$ cat config.mk
export PLATFORM = sky130hd
export DESIGN_NAME = axis_frame_len_check
export DESIGN_NICKNAME = d
export VERILOG_FILES = /design/src/rtl/axis_frame_len_check.sv
export SDC_FILE = /design/constraint.sdc
export NUM_CORES = 1
export LEC_CHECK = 0
export BUFFER_PORTS_ARGS = -buffer_cell sky130_fd_sc_hd__buf_2
export CAP_MARGIN = 0
export CORE_MARGIN = 2
export CORE_UTILIZATION = 58
export DETAILED_ROUTE_END_ITERATION = 12
export GPL_TIMING_DRIVEN = 0
export PLACE_DENSITY = 0.83
export SYNTH_ARGS = -nofsm -noshare
export SYNTH_HDL_FRONTEND = slang
export SYNTH_SLANG_ARGS = --single-unit
$ cat constraint.sdc
create_clock -name clk -period 4.1 [get_ports clk]
set_clock_uncertainty 0.05 [all_clocks]
set_input_delay 0.615 -clock clk [delete_from_list [all_inputs] [get_ports clk]]
set_output_delay 0.615 -clock clk [all_outputs]
set_load 0.02 [all_outputs]
$ cat src/rtl/axis_frame_len_check.sv
// axis_frame_len_check
// AXI-Stream frame length policer that sits directly in front of the frame FIFO.
// Undersize frames get tuser set on their last beat so the FIFO discards them.
// Oversize frames are cut at MAX_LEN beats with tlast/tuser forced high, and the
// remainder of the frame is swallowed.
// Data passes through one register stage at full throughput.
// Optional feature macro: FRAME_LEN_STATS_EN adds saturating 16-bit frame counters.

module axis_frame_len_check #(
    parameter int DATA_WIDTH = 8,
    parameter int LEN_WIDTH  = 12,
    parameter int MIN_LEN    = 64,
    parameter int MAX_LEN    = 1518
) (
    input  logic                  clk,
    input  logic                  rst_n,

    input  logic [DATA_WIDTH-1:0] input_axis_tdata,
    input  logic                  input_axis_tvalid,
    output logic                  input_axis_tready,
    input  logic                  input_axis_tlast,
    input  logic                  input_axis_tuser,

    output logic [DATA_WIDTH-1:0] output_axis_tdata,
    output logic                  output_axis_tvalid,
    input  logic                  output_axis_tready,
    output logic                  output_axis_tlast,
    output logic                  output_axis_tuser,

    output logic                  frame_too_short,
    output logic                  frame_too_long
`ifdef FRAME_LEN_STATS_EN
    ,
    output logic [15:0]           good_frame_count,
    output logic [15:0]           short_frame_count,
    output logic [15:0]           long_frame_count
`endif
);

    typedef enum logic {
        PASS    = 1'b0,
        DISCARD = 1'b1
    } state_t;

    localparam logic [LEN_WIDTH-1:0] MIN_L = LEN_WIDTH'(MIN_LEN);
    localparam logic [LEN_WIDTH-1:0] MAX_L = LEN_WIDTH'(MAX_LEN);

    state_t               state;
    logic [LEN_WIDTH-1:0] count;
    logic [LEN_WIDTH-1:0] n;
    logic                 accept;
    logic                 is_short;
    logic                 is_max;

    // While discarding nothing is loaded, so upstream may always advance;
    // otherwise accept only if the output register is empty or draining.
    assign input_axis_tready = (state == DISCARD) | output_axis_tready | ~output_axis_tvalid;
    assign accept            = input_axis_tvalid & input_axis_tready;

    // Count never exceeds MAX_LEN - 1 before increment, so n cannot wrap.
    assign n        = count + 1'b1;
    assign is_short = (n < MIN_L);
    assign is_max   = (n == MAX_L);

    // Output register, beat counter, policing state and status pulses.
    // NOTE: every register here uses <= so all of them update from the same pre-edge values.
    always_ff @(posedge clk or negedge rst_n) begin
        if (!rst_n) begin
            state              <= PASS;
            count              <= '0;
            output_axis_tdata  <= '0;
            output_axis_tvalid <= 1'b0;
            output_axis_tlast  <= 1'b0;
            output_axis_tuser  <= 1'b0;
            frame_too_short    <= 1'b0;
            frame_too_long     <= 1'b0;
        end else begin
            frame_too_short <= 1'b0;
            frame_too_long  <= 1'b0;

            // Drain; a beat loaded below in the same cycle overrides this.
            if (output_axis_tvalid && output_axis_tready) begin
                output_axis_tvalid <= 1'b0;
            end

            case (state)
                PASS: begin
                    if (accept) begin
                        output_axis_tdata  <= input_axis_tdata;
                        output_axis_tvalid <= 1'b1;
                        if (input_axis_tlast) begin
                            // Upstream tuser only matters on the closing beat.
                            output_axis_tlast <= 1'b1;
                            output_axis_tuser <= input_axis_tuser | is_short;
                            frame_too_short   <= is_short;
                            count             <= '0;
                        end else if (is_max) begin
                            // Truncate: close the frame as bad and drop the rest.
                            output_axis_tlast <= 1'b1;
                            output_axis_tuser <= 1'b1;
                            frame_too_long    <= 1'b1;
                            count             <= '0;
                            state             <= DISCARD;
                        end else begin
                            output_axis_tlast <= 1'b0;
                            output_axis_tuser <= 1'b0;
                            count             <= n;
                        end
                    end
                end
                DISCARD: begin
                    if (accept && input_axis_tlast) begin
                        state <= PASS;
                    end
                end
                default: begin
                    state <= PASS;
                end
            endcase
        end
    end

`ifdef FRAME_LEN_STATS_EN
    logic good_evt;
    logic short_evt;
    logic long_evt;

    assign good_evt  = (state == PASS) & accept &  input_axis_tlast & ~is_short;
    assign short_evt = (state == PASS) & accept &  input_axis_tlast &  is_short;
    assign long_evt  = (state == PASS) & accept & ~input_axis_tlast &  is_max;

    // Saturating frame statistics, updated alongside the status pulses.
    always_ff @(posedge clk or negedge rst_n) begin
        if (!rst_n) begin
            good_frame_count  <= '0;
            short_frame_count <= '0;
            long_frame_count  <= '0;
        end else begin
            if (good_evt && (good_frame_count != 16'hFFFF)) begin
                good_frame_count <= good_frame_count + 16'd1;
            end
            if (short_evt && (short_frame_count != 16'hFFFF)) begin
                short_frame_count <= short_frame_count + 16'd1;
            end
            if (long_evt && (long_frame_count != 16'hFFFF)) begin
                long_frame_count <= long_frame_count + 16'd1;
            end
        end
    end
`endif

endmodule
==> impl_metrics.ini, run 1 <==
[power_and_ir_drop]
p_leak_nw = 0.824
combPwrFrac_pct = 23.2
p_switching_mw = 0.196
p_clk_share_pct = 27.9
vdd_drop_max_mv = 0.255
p_int_mw = 0.436
powerDensity_nw_per_um2 = 375
swShare_pct = 31.0
seq_power_share_pct = 49.0

[layout]
final_cells = 216
fin_area_um2 = 1690
insertedDiodeCount = 0
num-nets-final = 203
syn_to_final_growth_pct = 15.4
drive_gt1_share_pct = 24.2
nFillCells = 189

[floorplanning]
die_y_um = 54.2
die_area_um2 = 2940
fp-row-count = 18
ioPinCount = 28
core_area_um2 = 2430
die_w_um = 54.2
initial_core_util_pct = 60.1

[global_routing]
antenna_found_initial = 0
gr-total-overflow = 0
grt_max_degree = 27
grt_pass1_vias = 1177
grt_pass1_wl_um = 5260
grt_util_all_layers_pct = 25.0

[detailed_routing]
drc = 0
drtIter0Drc = 44
drtAntennaViolNets = 0
vias = 1263
via_per_inst = 5.85
drt_pre_antenna_iters = 4
routedWlPerCell_um = 14.9
finalWirelength_um = 3220

[clock_network]
numCtsBuffers = 3
cts_hold_buffers = 0
htree_levels = 1
cts.repair.resized = 0
cts_setup_buffers = 0
cts.clk_slew.worst_paths_ns = 0.14
cts_tree = yes
numClockSinks = 26
cts-root-buf = clkbuf_4
insertion_delay_ns = 0.32
cts.path.max_buffers = 2

[critical_path]
worstReg2RegEnd = output_axis_tuser
end_kind = flip-flop
critPathLaunchType = flip-flop
reg2reg_depth = 7
critPathKind = reg2reg
worst-path-max-fanout = 9
arrival_ns = 2.84
r2r-start = count[0]
r2r_slack_ns = 1.48
required_ns = 4.32

[sta]
max_slew_margin_pct = 63.2
finalSetupTns_ns = 0
max_freq_mhz = 382
hold_violations = 0
setup_viol = 0
finalCriticalPeriod_ns = 2.62
period_share_pct = 63.9
rsz0062_at_grt = no
tightest_slew_ns = 0.549
maxSlewViolCount = 0

[synthesis]
synth_commonest_cells = nand2_1 (39), dfrtp_1 (26), o21ai_0 (7)
synthArstFlopShare_pct = 100
synth_edf_count = 0
synth.yosys.warnings = 0
synth.most_common_cell = nand2_1
synth.distinct_cells = 46
synth_top_cell_area_share_pct = 44.5
synth_area_um2 = 1460
synth_nets = 171
synth.avg_cell_area_um2 = 9.43
synth_ff_type = dfrtp_1
synthCells = 155
synthTopCellsByArea = dfrtp_1 (45%), nand2_1 (10%), a21o_1 (2.6%)
yosysSeqAreaShare_pct = 44.5
ys_ff_latch = 26
yosys.area.top_type = dfrtp_1

[hold_path]
hold_class = in2async

[flow_run]
maxCapViolations = 0

[placement]
place_area_um2 = 1630
port-buffer-count = 27
hpwl_um = 2300
dp_cells = 212
gp_congestion = 0.918

[status]
outcome = complete, no violations
-- logic make-up after synthesis --
family / count (synthesis) / share of synthesized area [%]
AO/OA/AOI/OAI: 37 / 19.5
AND/OR/NAND/NOR: 74 / 28.3
multiplexers: 1 / 0.770
adder cells (fa/ha/maj): 2 / 1.71
XOR/XNOR: 3 / 1.80
flip-flops: 26 / 44.5
buffers and inverters: 12 / 3.34
-- how the worst max path moves through the flow --
stage / startpoint / cells after the start / endpoint
5_1_grt: count[0] / 7 / output_axis_tuser
6_report: count[0] / 7 / output_axis_tuser
2_1_floorplan: count[0] / 7 / output_axis_tuser
3_5_place_dp: count[0] / 7 / output_axis_tuser
3_3_place_gp: count[0] / 7 / output_axis_tuser
4_1_cts: count[0] / 7 / output_axis_tuser
-- through the flow --
step | total power [mW] | utilization (%) | hold slack, ns | setup slack, ns
after CTS | 0.637 | 69.3 | 0.224 | 1.52
after floorplan | 0.408 | - | 0.269 | 1.82
after global placement | 0.451 | 67.2 | 0.405 | 1.60
final | 0.632 | 69.3 | 0.202 | 1.48
after detailed placement | 0.460 | 67.2 | 0.416 | 1.58
after global routing | 0.666 | 69.3 | 0.238 | 1.35
-- state kept, by name, indices dropped and copies added, names as in the netlist --
register / flops
frame_too_long: 1
frame_too_short: 1
output_axis_tlast: 1
output_axis_tdata: 8
output_axis_tvalid: 1
output_axis_tuser: 1
count: 12
state: 1
-- power groups by stage --
stage,logic [mW],clock network [mW],registers (mW)
6_report,0.146,0.176,0.309
5_1_grt,0.161,0.192,0.314
4_1_cts,0.148,0.180,0.309
3_5_place_dp,0.147,0,0.313
3_3_place_gp,0.140,0,0.311
2_1_floorplan,0.0758,0,0.332
-- per-layer routing --
| layer | up-vias | GRT usage [%] | wire length (um) | part of all wire, % |
|---|---|---|---|---|
| li1 | 614 | - | - | - |
| met1 | 600 | 32.9 | 1390 | 43 |
| met2 | 42 | 43.0 | 1650 | 51 |
| met3 | 7 | 2.50 | 138 | 4.3 |
| met4 | 0 | 7.50 | 51 | 1.6 |
| met5 | - | 0 | 0 | 0 |
-- critical path, stage by stage (launching register included) --
cell     delay (ns)
dfrtp_1        0.57
ha_1           0.33
and3_1         0.29
nand3_2        0.14
mux2_1         0.35
o32a_1         0.31
nor4b_2        0.29
o221a_2        0.24
-- cells in the final DEF (no fill, tap or decap), drive strengths merged, types with 3 or more instances in the layout --
| master | netlist | final |
|---|---|---|
| dfrtp | 26 | 26 |
| and3 | 4 | 4 |
| o2bb2ai | 4 | 4 |
| nor3 | 3 | 3 |
| nand2 | 39 | 39 |
| clkbuf | 4 | 7 |
| o21a | 3 | 3 |
| or3 | 6 | 6 |
| a21oi | 5 | 5 |
| o21ai | 8 | 8 |
| inv | 5 | 5 |
| a21o | 5 | 5 |
| nand2b | 3 | 3 |
| nor2 | 4 | 4 |
| buf | 3 | 30 |
| nand3 | 5 | 5 |
-- cell type report --
| cell class | count | area (um2) | share of cell area [%] |
|---|---|---|---|
| tap | 30 | 37.5 | 2.23 |
| sequential | 26 | 651 | 38.6 |
| buffer | 7 | 30.0 | 1.78 |
| multi-input combinational | 117 | 762 | 45.2 |
| timing repair buffer | 27 | 135 | 8.01 |
| inverter | 5 | 18.8 | 1.11 |
| clock buffer | 3 | 22.5 | 1.34 |
| clock inverter | 1 | 30.0 | 1.78 |
Note: power is estimated with default switching activity, not from simulation.
==> run 2: changes to the inputs <==
--- a/config.mk
+++ b/config.mk
@@ -5,13 +5,14 @@
 export SDC_FILE = /design/constraint.sdc
 export NUM_CORES = 1
 export LEC_CHECK = 0
+export ABC_AREA = 1
 export BUFFER_PORTS_ARGS = -buffer_cell sky130_fd_sc_hd__buf_2
 export CAP_MARGIN = 0
 export CORE_MARGIN = 2
-export CORE_UTILIZATION = 58
+export CORE_UTILIZATION = 54
 export DETAILED_ROUTE_END_ITERATION = 12
 export GPL_TIMING_DRIVEN = 0
-export PLACE_DENSITY = 0.83
+export PLACE_DENSITY = 0.78
 export SYNTH_ARGS = -nofsm -noshare
 export SYNTH_HDL_FRONTEND = slang
 export SYNTH_SLANG_ARGS = --single-unit
==> constraint.sdc (replaced) <==
create_clock -name clk -period 2.6 [get_ports clk]
set_clock_uncertainty 0.05 [all_clocks]
set_input_delay 0.39 -clock clk [delete_from_list [all_inputs] [get_ports clk]]
set_output_delay 0.39 -clock clk [all_outputs]
set_load 0.02 [all_outputs]
==> run 2 against run 1 <==
Sequential share of layout area grew 0.91 points. Global-route usage shrank 3.4 points. Fmax grew 35%. Critical path type unchanged. The flow now finishes with violations (hold timing).
==> impl_metrics.ini, run 2 <==
[status]
outcome = finished, violations left
violations = hold timing

[clock_network]
cts-root-buf = clkbuf_4
htree_levels = 1
cts_setup_buffers = 0
cts_hold_buffers = 0
cts_tree = yes
cts.repair.resized = 0
numClockSinks = 26
numCtsBuffers = 3
cts.path.max_buffers = 2
cts.clk_slew.worst_paths_ns = 0.15
insertion_delay_ns = 0.32

[sta]
setup_viol = 0
period_share_pct = 74.9
tightest_slew_ns = 0.584
maxSlewViolCount = 0
finalCriticalPeriod_ns = 1.95
rsz0062_at_grt = no
max_freq_mhz = 514
max_slew_margin_pct = 61.1
hold_violations = 20
finalSetupTns_ns = 0
fin_hold_ws_ns = -0.0119
layout_setup_ws_ns = 0.654

[power_and_ir_drop]
vdd_drop_max_mv = 0.403
p_leak_nw = 0.848
powerDensity_nw_per_um2 = 578

[layout]
reg.largest.list = count (12), output_axis_tdata (8)
layout_commonest_cell = nand2_1
nFillCells = 221
largest_register_ffs = 12
num-nets-final = 241
largest-register = count
drive_gt1_share_pct = 20.1
fin_area_um2 = 1650
syn_to_final_growth_pct = 15.8
final_cell_mix = nand2_1 (63), buf_2 (29), inv_1 (28), dfrtp_1 (26), nand3_1 (20)
insertedDiodeCount = 0
regArea_um2 = 651
multi_input_area_um2 = 638

[synthesis]
synth.yosys.warnings = 0
ys_ff_latch = 26
synth_nets = 209
synth_edf_count = 0
synth_area_um2 = 1420
yosysSeqAreaShare_pct = 45.7
synth_ff_type = dfrtp_1
synthCells = 193
synth_top_cell_area_share_pct = 45.7
yosys.area.top_type = dfrtp_1
synthTopCellsByArea = dfrtp_1 (46%), nand2_1 (17%), inv_1 (7.4%)
synth.most_common_cell = nand2_1
synth.avg_cell_area_um2 = 7.37
synth.distinct_cells = 23
synth_commonest_cells = nand2_1 (63), inv_1 (28), dfrtp_1 (26)
synthArstFlopShare_pct = 100

[flow_run]
maxCapViolations = 0

[hold_path]
hold_class = in2async

[global_routing]
grt_pass1_vias = 1303
antenna_found_initial = 0
grt_util_all_layers_pct = 21.6
gr-total-overflow = 0
grt_pass1_wl_um = 5460
grt_max_degree = 27

[floorplanning]
die_area_um2 = 3060
ioPinCount = 28
core_area_um2 = 2480
initial_core_util_pct = 57.4
die_y_um = 55.3
die_w_um = 55.3
fp-row-count = 18

[critical_path]
required_ns = 2.76
reg2reg_depth = 11
r2r-start = count[1]
critPathKind = reg2reg
worstReg2RegEnd = count[3]
critPathLaunchType = flip-flop
arrival_ns = 2.11
worst-path-max-fanout = 10
startpoint = count[1]
end_kind = flip-flop
r2r_slack_ns = 0.65

[detailed_routing]
vias = 1325
via_per_inst = 5.22
drtIter0Drc = 37
finalWirelength_um = 3230
drtAntennaViolNets = 0
routedWlPerCell_um = 12.7
drt_pre_antenna_iters = 4
drc = 0

[placement]
gp_congestion = 0.884
port-buffer-count = 27
place_ws_ns = 0.693
hpwl_um = 2430
place_area_um2 = 1600
-- run 2: cell count changes after synthesis, moves of 3 or more --
cell	before	now
inv_1	5	28
o21ai_0	7	10
nand2b_1	3	0
nand2_1	39	63
nor2_2	0	3
o2bb2ai_1	4	0
o21a_1	3	0
nand3_1	3	20
or3_1	5	0
a21o_1	5	0
and3_1	4	0
nor2_1	4	16
a21oi_1	5	1
nand4_1	1	5
-- run 2: logic make-up (layout without fill, tap and decap cells) --
family | count (synthesis) | in the layout | synth area share, %
simple gates | 115 | 115 | 35.9
compound gates | 17 | 17 | 7.21
buf+inv | 33 | 64 | 9.41
flops | 26 | 26 | 45.7
fa+ha+maj | 2 | 2 | 1.76
-- run 2: how the worst max path moves through the flow --
stage	depth (start not counted)	slack, ns	end
finish	11	0.65	count[3]
global route	12	0.51	count[2]
detailed placement	12	0.69	count[3]
CTS	12	0.67	count[3]
global placement	12	0.73	count[7]
floorplan	12	0.93	count[7]
-- run 2: where the power goes --
part,internal [mW],total (mW),switching (mW)
Combinational,0.0651,0.194,0.129
Sequential,0.444,0.473,0.0290
Clock,0.156,0.285,0.130
-- run 2: layer usage --
layer	part of all wire [%]	global-route usage, %
met5	0	0
met4	0.90	7.32
met3	4.7	4.45
met2	51	37.9
met1	43	26.2
-- run 2: final cells by class --
class	instances	area share, %
buffer	5	1.75
clock buffer	3	1.37
clock inverter	1	1.82
inverter	28	6.38
multi-input combinational	134	38.7
sequential	26	39.5
tap	30	2.28
timing repair buffer	27	8.20
-- run 2: stage by stage --
stage,power [mW],hold WS (ns),util [%],std cells
floorplan,0.600,0.0444,-,193
detailed placement,0.677,0.376,64.4,250
CTS,0.957,0.00746,66.5,254
finish,0.953,-0.0119,66.5,254
global route,0.997,0.0231,66.5,254
global placement,0.666,0.365,64.4,250
-- run 2: critical path, cell delays in order (launching register included) --
cell and delay (ns):
dfrtp_1 0.43, ha_1 0.23, nand2_1 0.13, nor2_2 0.19
nand2_1 0.07, nand2_1 0.12, nand3_1 0.09, nor2_1 0.12
nand2_2 0.11, buf_6 0.16, nand3_1 0.06, o21ai_0 0.08
==> run 3: changes to the inputs <==
--- a/config.mk
+++ b/config.mk
@@ -5,14 +5,14 @@
 export SDC_FILE = /design/constraint.sdc
 export NUM_CORES = 1
 export LEC_CHECK = 0
-export ABC_AREA = 1
+export ABC_AREA = 0
 export BUFFER_PORTS_ARGS = -buffer_cell sky130_fd_sc_hd__buf_2
 export CAP_MARGIN = 0
 export CORE_MARGIN = 2
-export CORE_UTILIZATION = 54
+export CORE_UTILIZATION = 49
 export DETAILED_ROUTE_END_ITERATION = 12
 export GPL_TIMING_DRIVEN = 0
-export PLACE_DENSITY = 0.78
+export PLACE_DENSITY = 0.75
 export SYNTH_ARGS = -nofsm -noshare
 export SYNTH_HDL_FRONTEND = slang
 export SYNTH_SLANG_ARGS = --single-unit
==> constraint.sdc (replaced) <==
create_clock -name clk -period 1.7 [get_ports clk]
set_clock_uncertainty 0.05 [all_clocks]
set_input_delay 0.255 -clock clk [delete_from_list [all_inputs] [get_ports clk]]
set_output_delay 0.255 -clock clk [all_outputs]
set_load 0.02 [all_outputs]
==> run 3 against run 2 <==
The flow finishes with violations (setup timing). Sequential cell count unchanged. Sequential power grew 55%. Core utilization increased by 5.3 points. Largest cell class is now multi-input combinational cells. Clock-buffer cell count did not move. Cell count is 7.9% lower.
==> impl_metrics.ini, run 3 (synthesized netlist as in run 1, its figures left out) <==
[status]
outcome = finished, violations left
violations = setup timing

[layout]
final_util_pct = 71.8
num-nets-final = 220
nFillCells = 206
reg.largest.list = count (12), output_axis_tdata (8)
multi_input_area_um2 = 925
drive_gt1_share_pct = 45.3
largest-register = count
regArea_um2 = 658
layout_commonest_cell = nand2_1
fin_area_um2 = 2010
final_cell_mix = nand2_1 (38), buf_2 (28), dfrtp_1 (20), buf_4 (17), dfrtp_2 (6)
insertedDiodeCount = 0
syn_to_final_growth_pct = 37.8
largest_register_ffs = 12

[clock_network]
htree_levels = 1
insertion_delay_ns = 0.33
cts.clk_slew.worst_paths_ns = 0.15
numCtsBuffers = 3
cts-root-buf = clkbuf_4
cts_tree = yes
numClockSinks = 26
cts.path.max_buffers = 2

[critical_path]
r2r_slack_ns = -0.46
critPathKind = reg2reg
startpoint = count[1]
worstReg2RegEnd = output_axis_tuser
reg2reg_depth = 7
cp_slowest_cell = dfrtp_2
critPathMaxStageDelay_ns = 0.48
critPathCapture = output_axis_tuser
required_ns = 1.93
critPathLaunchType = flip-flop
path_cells = ha_4 > and3_4 > nand3_4 > mux2_4 > o32a_1 > nor4b_4 > o221a_2
r2r-start = count[1]
end_kind = flip-flop
arrival_ns = 2.39
worst-path-max-fanout = 5

[detailed_routing]
drtAntennaViolNets = 0
drt_pre_antenna_iters = 4
via_per_inst = 5.67
drc = 0
drtIter0Drc = 59
routedWlPerCell_um = 16.0
vias = 1327
finalWirelength_um = 3750

[sta]
max_freq_mhz = 463
finalSetupTns_ns = -6.60
layout_setup_ws_ns = -0.460
hold_violations = 0
setup_viol = 17
tightest_slew_ns = 0.577
rsz0062_at_grt = yes
maxSlewViolCount = 0
finalCriticalPeriod_ns = 2.16
period_share_pct = 127
max_slew_margin_pct = 61.5

[placement]
hpwl_um = 2270
gp_congestion = 0.808
port-buffer-count = 27
place_area_um2 = 1710
place_ws_ns = -0.586

[global_routing]
grt_pass1_wl_um = 6360
gr-total-overflow = 0
grt_max_degree = 27
grt_pass1_vias = 1388
antenna_found_initial = 0
grt_util_all_layers_pct = 24.2

[power_and_ir_drop]
seq_power_share_pct = 44.9
vdd_drop_max_mv = 0.626
p_int_mw = 1.12
p_leak_nw = 0.944
powerDensity_nw_per_um2 = 812
power_mw = 1.64
p_clk_share_pct = 26.3
swShare_pct = 31.5
p_switching_mw = 0.515
combPwrFrac_pct = 28.7

[floorplanning]
core_area_um2 = 2810
die_y_um = 58.6
ioPinCount = 28
initial_core_util_pct = 52.1
die_area_um2 = 3440
die_w_um = 58.6
fp-row-count = 19

[hold_path]
hold_class = in2reg

[flow_run]
maxCapViolations = 0
run 3: changes by cell type in the layout (fill, tap and decap cells not counted), sizes merged, moves of 4 or more:
cell	change
o21ai	-5
nor2	-17
nand3	-16
and3	+4
o2bb2ai	+4
or3	+6
buf	+18
a21oi	+4
inv	-23
nand2	-26
a21o	+5
run 3: critical path: cells and delay by family, from the launching register on:
family,cells,cell delay [ns]
DFF,1,0.48
and+or+nand+nor,3,0.54
muxes,1,0.30
AOI/OAI and AO/OA,2,0.56
adders and majority gates,1,0.18
run 3: layout make-up:
| type | instances | area share (%) |
|---|---|---|
| multi-input combinational | 117 | 45.9 |
| sequential | 26 | 32.7 |
| timing repair buffer | 45 | 14.1 |
| tap | 31 | 1.93 |
| buffer | 6 | 1.86 |
| clock inverter | 1 | 1.49 |
| clock buffer | 3 | 1.12 |
| inverter | 5 | 0.932 |
run 3: what timing repair did:
| action | CTS | global route |
|---|---|---|
| buffers inserted | 14 | 3 |
| gates resized for setup | 19 | 14 |
| pin swaps | 8 | 6 |
| endpoints found under the hold margin | 26 | 0 |
| endpoints found under the setup margin | 26 | 26 |
| cloned | 0 | 0 |
| hold buffers | 1 | 0 |
run 3: worst min path at each step:
| stage | slack [ns] | to | depth (start not counted) | startpoint |
|---|---|---|---|---|
| 6_report | 0.05 | output_axis_tdata[6] | 3 | input_axis_tdata[6] |
| 5_1_grt | 0.06 | output_axis_tdata[4] | 3 | input_axis_tdata[4] |
| 4_1_cts | 0.04 | output_axis_tdata[6] | 3 | input_axis_tdata[6] |
| 3_5_place_dp | 0.24 | count[6] | 1 | rst_n |
| 3_3_place_gp | 0.23 | count[6] | 1 | rst_n |
| 2_1_floorplan | -0.09 | count[0] | 0 | rst_n |
run 3: metrics by stage:
step	instances	hold WS, ns
after floorplan	155	-0.0906
after global placement	213	0.230
after detailed placement	213	0.241
after CTS	231	0.0414
after global routing	234	0.0573
final	234	0.0507
run 3: power by group through the flow:
stage	sequential [mW]	combinational, mW	clock [mW]
6_report	0.735	0.470	0.431
5_1_grt	0.744	0.516	0.455
4_1_cts	0.733	0.451	0.439
3_5_place_dp	0.764	0.369	0
3_3_place_gp	0.761	0.360	0
2_1_floorplan	0.810	0.199	0
run 3: metal layers:
metal	up-vias	routed length [um]	track usage [%]
met5	-	0	0
met1	633	1630	31.4
met3	8	148	2.42
li1	642	-	-
met2	44	1900	41.7
met4	0	76	9.09
